**src/rtl/pixel_line_buffer.sv**
```systemverilog
// Double-banked pixel line buffer: upstream fills one bank while the LED controller
// reads the other; banks exchange on a display-side swap strobe once a line is complete.
module pixel_line_buffer #(
  parameter int PX_NUM         = 48,
  parameter int PX_COUNT_WIDTH = 6,
  parameter int BITS_PER_PIXEL = 24
) (
  input  logic                      clk,
  input  logic                      reset_n,
  input  logic                      wr_valid,
  output logic                      wr_ready,
  input  logic [BITS_PER_PIXEL-1:0] wr_data,
  input  logic                      wr_last,
  input  logic                      swap_req,
  input  logic [PX_COUNT_WIDTH-1:0] next_px_num,
  output logic [BITS_PER_PIXEL-1:0] pixel,
  output logic [15:0]               line_count,
  output logic                      underrun
);

  localparam int LEN_W  = PX_COUNT_WIDTH + 1;
  localparam int ADDR_W = $clog2(2 * PX_NUM);

  typedef enum logic {FILL = 1'b0, FULL = 1'b1} state_t;

  state_t                      state_reg, state_next;
  logic [PX_COUNT_WIDTH-1:0]   wr_idx_reg;
  logic                        wr_bank_reg;
  logic [LEN_W-1:0]            rd_len_reg;
  logic [LEN_W-1:0]            wr_len_reg;
  logic [15:0]                 line_count_reg;
  logic                        underrun_reg;
  logic                        ready_reg;
  logic                        rd_hit_reg;
  logic [BITS_PER_PIXEL-1:0]   ram_q_reg;

  // Both banks live in one array: bank b occupies [b*PX_NUM, b*PX_NUM+PX_NUM-1].
  logic [BITS_PER_PIXEL-1:0]   mem [0:2*PX_NUM-1];

  logic                        accept;
  logic                        line_done;
  logic                        do_swap;
  logic                        rd_hit;
  logic [ADDR_W-1:0]           wr_addr;
  logic [ADDR_W-1:0]           rd_addr;

  assign accept    = wr_valid && ready_reg;
  assign line_done = accept && (wr_last || (wr_idx_reg == PX_COUNT_WIDTH'(PX_NUM - 1)));
  assign do_swap   = (state_reg == FULL) && swap_req;

  assign rd_hit  = ({1'b0, next_px_num} < rd_len_reg) &&
                   ({1'b0, next_px_num} < LEN_W'(PX_NUM));
  assign wr_addr = ADDR_W'(wr_idx_reg) + (wr_bank_reg ? ADDR_W'(PX_NUM) : '0);
  assign rd_addr = rd_hit ? (ADDR_W'(next_px_num) + (wr_bank_reg ? '0 : ADDR_W'(PX_NUM)))
                          : '0;

  always_comb begin
    state_next = state_reg;
    case (state_reg)
      FILL:    if (line_done) state_next = FULL;
      FULL:    if (swap_req)  state_next = FILL;
      default: state_next = FILL;
    endcase
  end

  always_ff @(posedge clk or negedge reset_n) begin
    if (!reset_n) begin
      state_reg      <= FILL;
      wr_idx_reg     <= '0;
      wr_bank_reg    <= 1'b1;
      rd_len_reg     <= '0;
      wr_len_reg     <= '0;
      line_count_reg <= '0;
      underrun_reg   <= 1'b0;
      ready_reg      <= 1'b0;
      rd_hit_reg     <= 1'b0;
    end else begin
      state_reg  <= state_next;
      // Registered ready tracks the next state, so it never depends on wr_valid combinationally.
      ready_reg  <= (state_next == FILL);
      rd_hit_reg <= rd_hit;
      if (accept) begin
        wr_idx_reg <= wr_idx_reg + PX_COUNT_WIDTH'(1);
        if (line_done) wr_len_reg <= LEN_W'(wr_idx_reg) + LEN_W'(1);
      end
      if (do_swap) begin
        wr_bank_reg    <= ~wr_bank_reg;
        wr_idx_reg     <= '0;
        rd_len_reg     <= wr_len_reg;
        line_count_reg <= line_count_reg + 16'd1;
      end
      if (swap_req && (state_reg == FILL)) underrun_reg <= 1'b1;
    end
  end

  // Plain RAM ports without reset so the array maps onto block RAM.
  always_ff @(posedge clk) begin
    if (accept) mem[wr_addr] <= wr_data;
    ram_q_reg <= mem[rd_addr];
  end

  assign pixel      = rd_hit_reg ? ram_q_reg : '0;
  assign wr_ready   = ready_reg;
  assign line_count = line_count_reg;
  assign underrun   = underrun_reg;

endmodule

```
**config.mk**
```make
export PLATFORM = sky130hd
export DESIGN_NAME = pixel_line_buffer
export DESIGN_NICKNAME = d
export VERILOG_FILES = /design/src/rtl/pixel_line_buffer.sv
export SDC_FILE = /design/constraint.sdc
export NUM_CORES = 2
export LEC_CHECK = 0
export BUFFER_PORTS_ARGS = -buffer_cell sky130_fd_sc_hd__buf_2
export CORE_MARGIN = 2
export CORE_UTILIZATION = 34
export DETAILED_ROUTE_END_ITERATION = 8
export GPL_TIMING_DRIVEN = 0
export MAX_ROUTING_LAYER = met4
export PLACE_DENSITY_LB_ADDON = 0.08
export SETUP_SLACK_MARGIN = 0.3
export SLEW_MARGIN = 20
export SYNTH_ARGS = -nofsm -noshare
export SYNTH_HDL_FRONTEND = slang
export SYNTH_SLANG_ARGS = --single-unit
export TNS_END_PERCENT = 100
```
**constraint.sdc**
```tcl
create_clock -name clk -period 9.3 [get_ports clk]
set_clock_uncertainty 0.05 [all_clocks]
set_input_delay 0.93 -clock clk [delete_from_list [all_inputs] [get_ports clk]]
set_output_delay 0.93 -clock clk [all_outputs]
set_load 0.02 [all_outputs]
```
==> summary.txt <==
Run status
  • Status: completed

Clock tree
  • CTS-repair resized insts: 0
  • Inserted Clock Buffers: approximately 280
  • H-Tree Depth: 5
  • CTS Sinks: 2369
  • Reg clk slew, reported paths: about 60 ps
  • Worst skew pair latency: 940 ps
  • Clock Tree Root: clkbuf_16
  • Setup bufs post-CTS: 0
  • Hold bufs inserted after CTS: 0
  • CTS tree: yes
  • Clock Path Buffers: 4

Finish
  • Final nets: 6494
  • Max FFs per register: between 2000 and 2500
  • Non-Filler Instances: 10302
  • Fraction of layout cells with a size suffix above 1: between 20% and 30%
  • Area growth from synthesis to layout: 21.9%

Place
  • Placed insts: 9759
  • Gpl congestion: 1.04
  • HPWL after detailed placement: 413000 um
  • Port buffer count: 76

Setup path
  • Crit. End Element: register
  • Reg2Reg Setup Slack: 2100 ps
  • Worst setup SP type: register
  • Reg2reg end: ram_q_reg[6]
  • Worst EP arrival: 7900 ps
  • CP Launch Point: rd_len_reg[2]
  • Worst R2R Start: rd_len_reg[2]
  • Crit path max fanout: 10
  • Reg2Reg Depth: 12
  • Worst Setup Path Type: register to register
  • WP data required: 9990 ps

Synth
  • Synth Register Bits: between 2000 and 2500
  • Post-synthesis sequential area ratio: 75.8%
  • Syn Area/Cell: 16.0 um2
  • Netlist Area Pre-Place: ~0.093 mm2
  • Top-area cell type share of the netlist area: ~74%
  • Ys flop type: edfxtp_1
  • Top post-synthesis cells by area: edfxtp_1 74%, mux2i_1 3.9%, mux4_2 3.3%
  • Area leader, netlist: edfxtp_1
  • Synth Instances: 5842
  • Post-Syn Nets: 5888
  • Syn. warnings: 0
  • EDFF count, synth: around 2300
  • Synth unique cells: 84
  • Post-synth ARST share: between 1.5 and 2%

Pwr
  • Cell Pwr Density: roughly 240 mW/mm2
  • Lkg Pwr: 0.0380 uW
  • Peak supply drop: 0.124 mV
  • Total power: 27300 uW

Floorplan
  • # IOs: 77
  • Initial Util: ~34%
  • FP Rows: 192
  • Core ar.: 0.273 mm2
  • Die width: 528 um
  • Die height: approximately 530 um
  • Die area: between 0.2 and 0.3 mm2

Timing
  • Min Clock Period, post-route: 7200 ps
  • Least-Margin Pin Slew: around 1400 ps
  • Unrepaired setup endpoints after global routing: false
  • Pins Over Slew Limit: 0
  • Final Cycle Share: 77.5%
  • Final hold viol count: 0
  • FMAX: 139 MHz
  • Sum Neg Setup Slack: 0 ps
  • Slew Limit Headroom: 3.31%
  • Finish-stage setup viols: 0

Global routing
  • Vias in the first global route: 59362
  • GRT Residual Overflow: 0
  • Antenna violations before repair: 104
  • Largest net degree at the start of global routing: 77
  • Global-route wire length before repair: approximately 710000 um
  • Gr usage total: a little over two fifths

Drt
  • DR WL/cell: around 56 um
  • TritonRoute pass-1 iters: 8
  • Top sig layer: met4
  • Vias per cell: 6.57
  • DR WL met2: 232000 um
  • Vias: 67669
  • Final wirelength: 577000 um
  • Metal3 WL: around 80000 um
  • Antenna Violating Nets Remaining: 0
  • Routed metal-1 wirelength: ~230000 um
  • DRC violation total after the first TritonRoute iteration: roughly 15000
  • Remaining DRCs: 0

Min path
  • Hold Path Class: input port to asynchronous set/reset pin

Job
  • Max Cap Viol: 0
worst max path at each step:
stage | endpoint | slack [ps] | depth (start not counted)
final | ram_q_reg[6] | 2100 | 12
after global routing | ram_q_reg[6] | 2460 | 12
after CTS | ram_q_reg[6] | 2650 | 12
after detailed placement | ram_q_reg[6] | 2000 | 12
after global placement | ram_q_reg[17] | 230 | 10
after floorplan | ram_q_reg[17] | 5780 | 11
cell usage in the layout, fill, tap and decap left out, drive strengths merged, types with 21 or more instances in the layout:
| cell type | count |
|---|---|
| mux2i | 361 |
| edfxtp | 2304 |
| nor2 | 245 |
| dfxtp | 24 |
| diode | 58 |
| buf | 580 |
| clkinv | 85 |
| a22oi | 35 |
| a31oi | 109 |
| and2 | 46 |
| mux2 | 75 |
| o211ai | 32 |
| nor3 | 21 |
| mux4 | 135 |
| a221oi | 24 |
| o21ai | 159 |
| clkbuf | 486 |
| o221ai | 89 |
| dfrtp | 40 |
| inv | 35 |
| a21oi | 264 |
| nand2 | 794 |
| and3 | 52 |
| o22ai | 114 |
| nand3 | 218 |
| a211oi | 69 |
cells by family (layout without fill, tap and decap cells):
group                      count (synthesis)  count (layout)  synth area share (%)
muxes                                    571             571                  8.03
other                                      0              58                     0
buffers and inverters                    391            1204                  1.93
AOI/OAI and AO/OA                       1024            1024                  7.25
xor gates and xnor gates                  24              24                 0.225
adders and majority gates                 11              11                 0.164
DFF                                     2369            2369                  75.8
and+or+nand+nor                         1452            1452                  6.65
metal layers:
layer | track usage, % | up-vias
li1 | - | 24177
met1 | 55.7 | 36119
met2 | 55.5 | 6175
met3 | 14.5 | 1198
met4 | 22.9 | 0
met5 | - | -
cell type report:
type	count	area, um2
sequential	2369	70700
antenna	58	145
inverter	24	90.1
buffer	367	1850
tap	3589	4490
fill	24799	160000
multi-input combinational	3082	21700
clock buffer	372	7400
clock inverter	113	1130
timing repair buffer	328	6310
worst max-delay path: stages, from the launching register on:
cell and delay (ps):
dfrtp_1 350, inv_1 80, ha_1 240, a21oi_1 170, o21ai_1 430, a21boi_2 860
buf_2 650, buf_2 800, buf_2 810, o21ai_0 710, a211oi_1 750, nor3_1 300
o32ai_1 760
Yosys cell counts (7+ instances only):
master,n
and3_1,52
mux4_2,135
and2_1,46
mux2i_1,361
buf_1,44
o211ai_1,31
nor4_1,11
or2_2,9
or3_1,10
a2bb2oi_1,7
o22ai_1,114
a21oi_1,264
edfxtp_1,2304
inv_1,23
a31oi_1,109
xnor2_1,17
buf_4,20
dfxtp_1,24
o32a_1,7
mux2_2,75
a311oi_1,11
nand2_1,794
nor3_1,21
nand3_1,217
dfrtp_1,40
o21ai_0,152
a2111oi_0,13
a22oi_1,35
nand4_1,12
clkbuf_1,114
nor2_1,245
nor2b_1,13
a32oi_1,11
ha_1,9
o32ai_1,9
nand2b_1,9
buf_2,186
xor2_1,7
a211oi_1,68
o221ai_1,89
a221oi_1,24
power by group:
part | switching (uW) | internal (uW)
Sequential | 75.5 | 12000
Combinational | 3600 | 892
Clock | 4750 | 5990
Total | 8430 | 18800
metrics by stage:
stage	utilization [%]	worst slack, ps	hold WS (ps)	instance area, um2
6_report	41.6	2100	26.8	114000
5_1_grt	41.6	2460	32.2	114000
4_1_cts	41.6	2650	0.929	114000
3_5_place_dp	38.5	2000	393	105000
3_3_place_gp	35.9	230	388	98200
2_1_floorplan	-	5780	388	93300
Power figures use the tool's default switching activity.
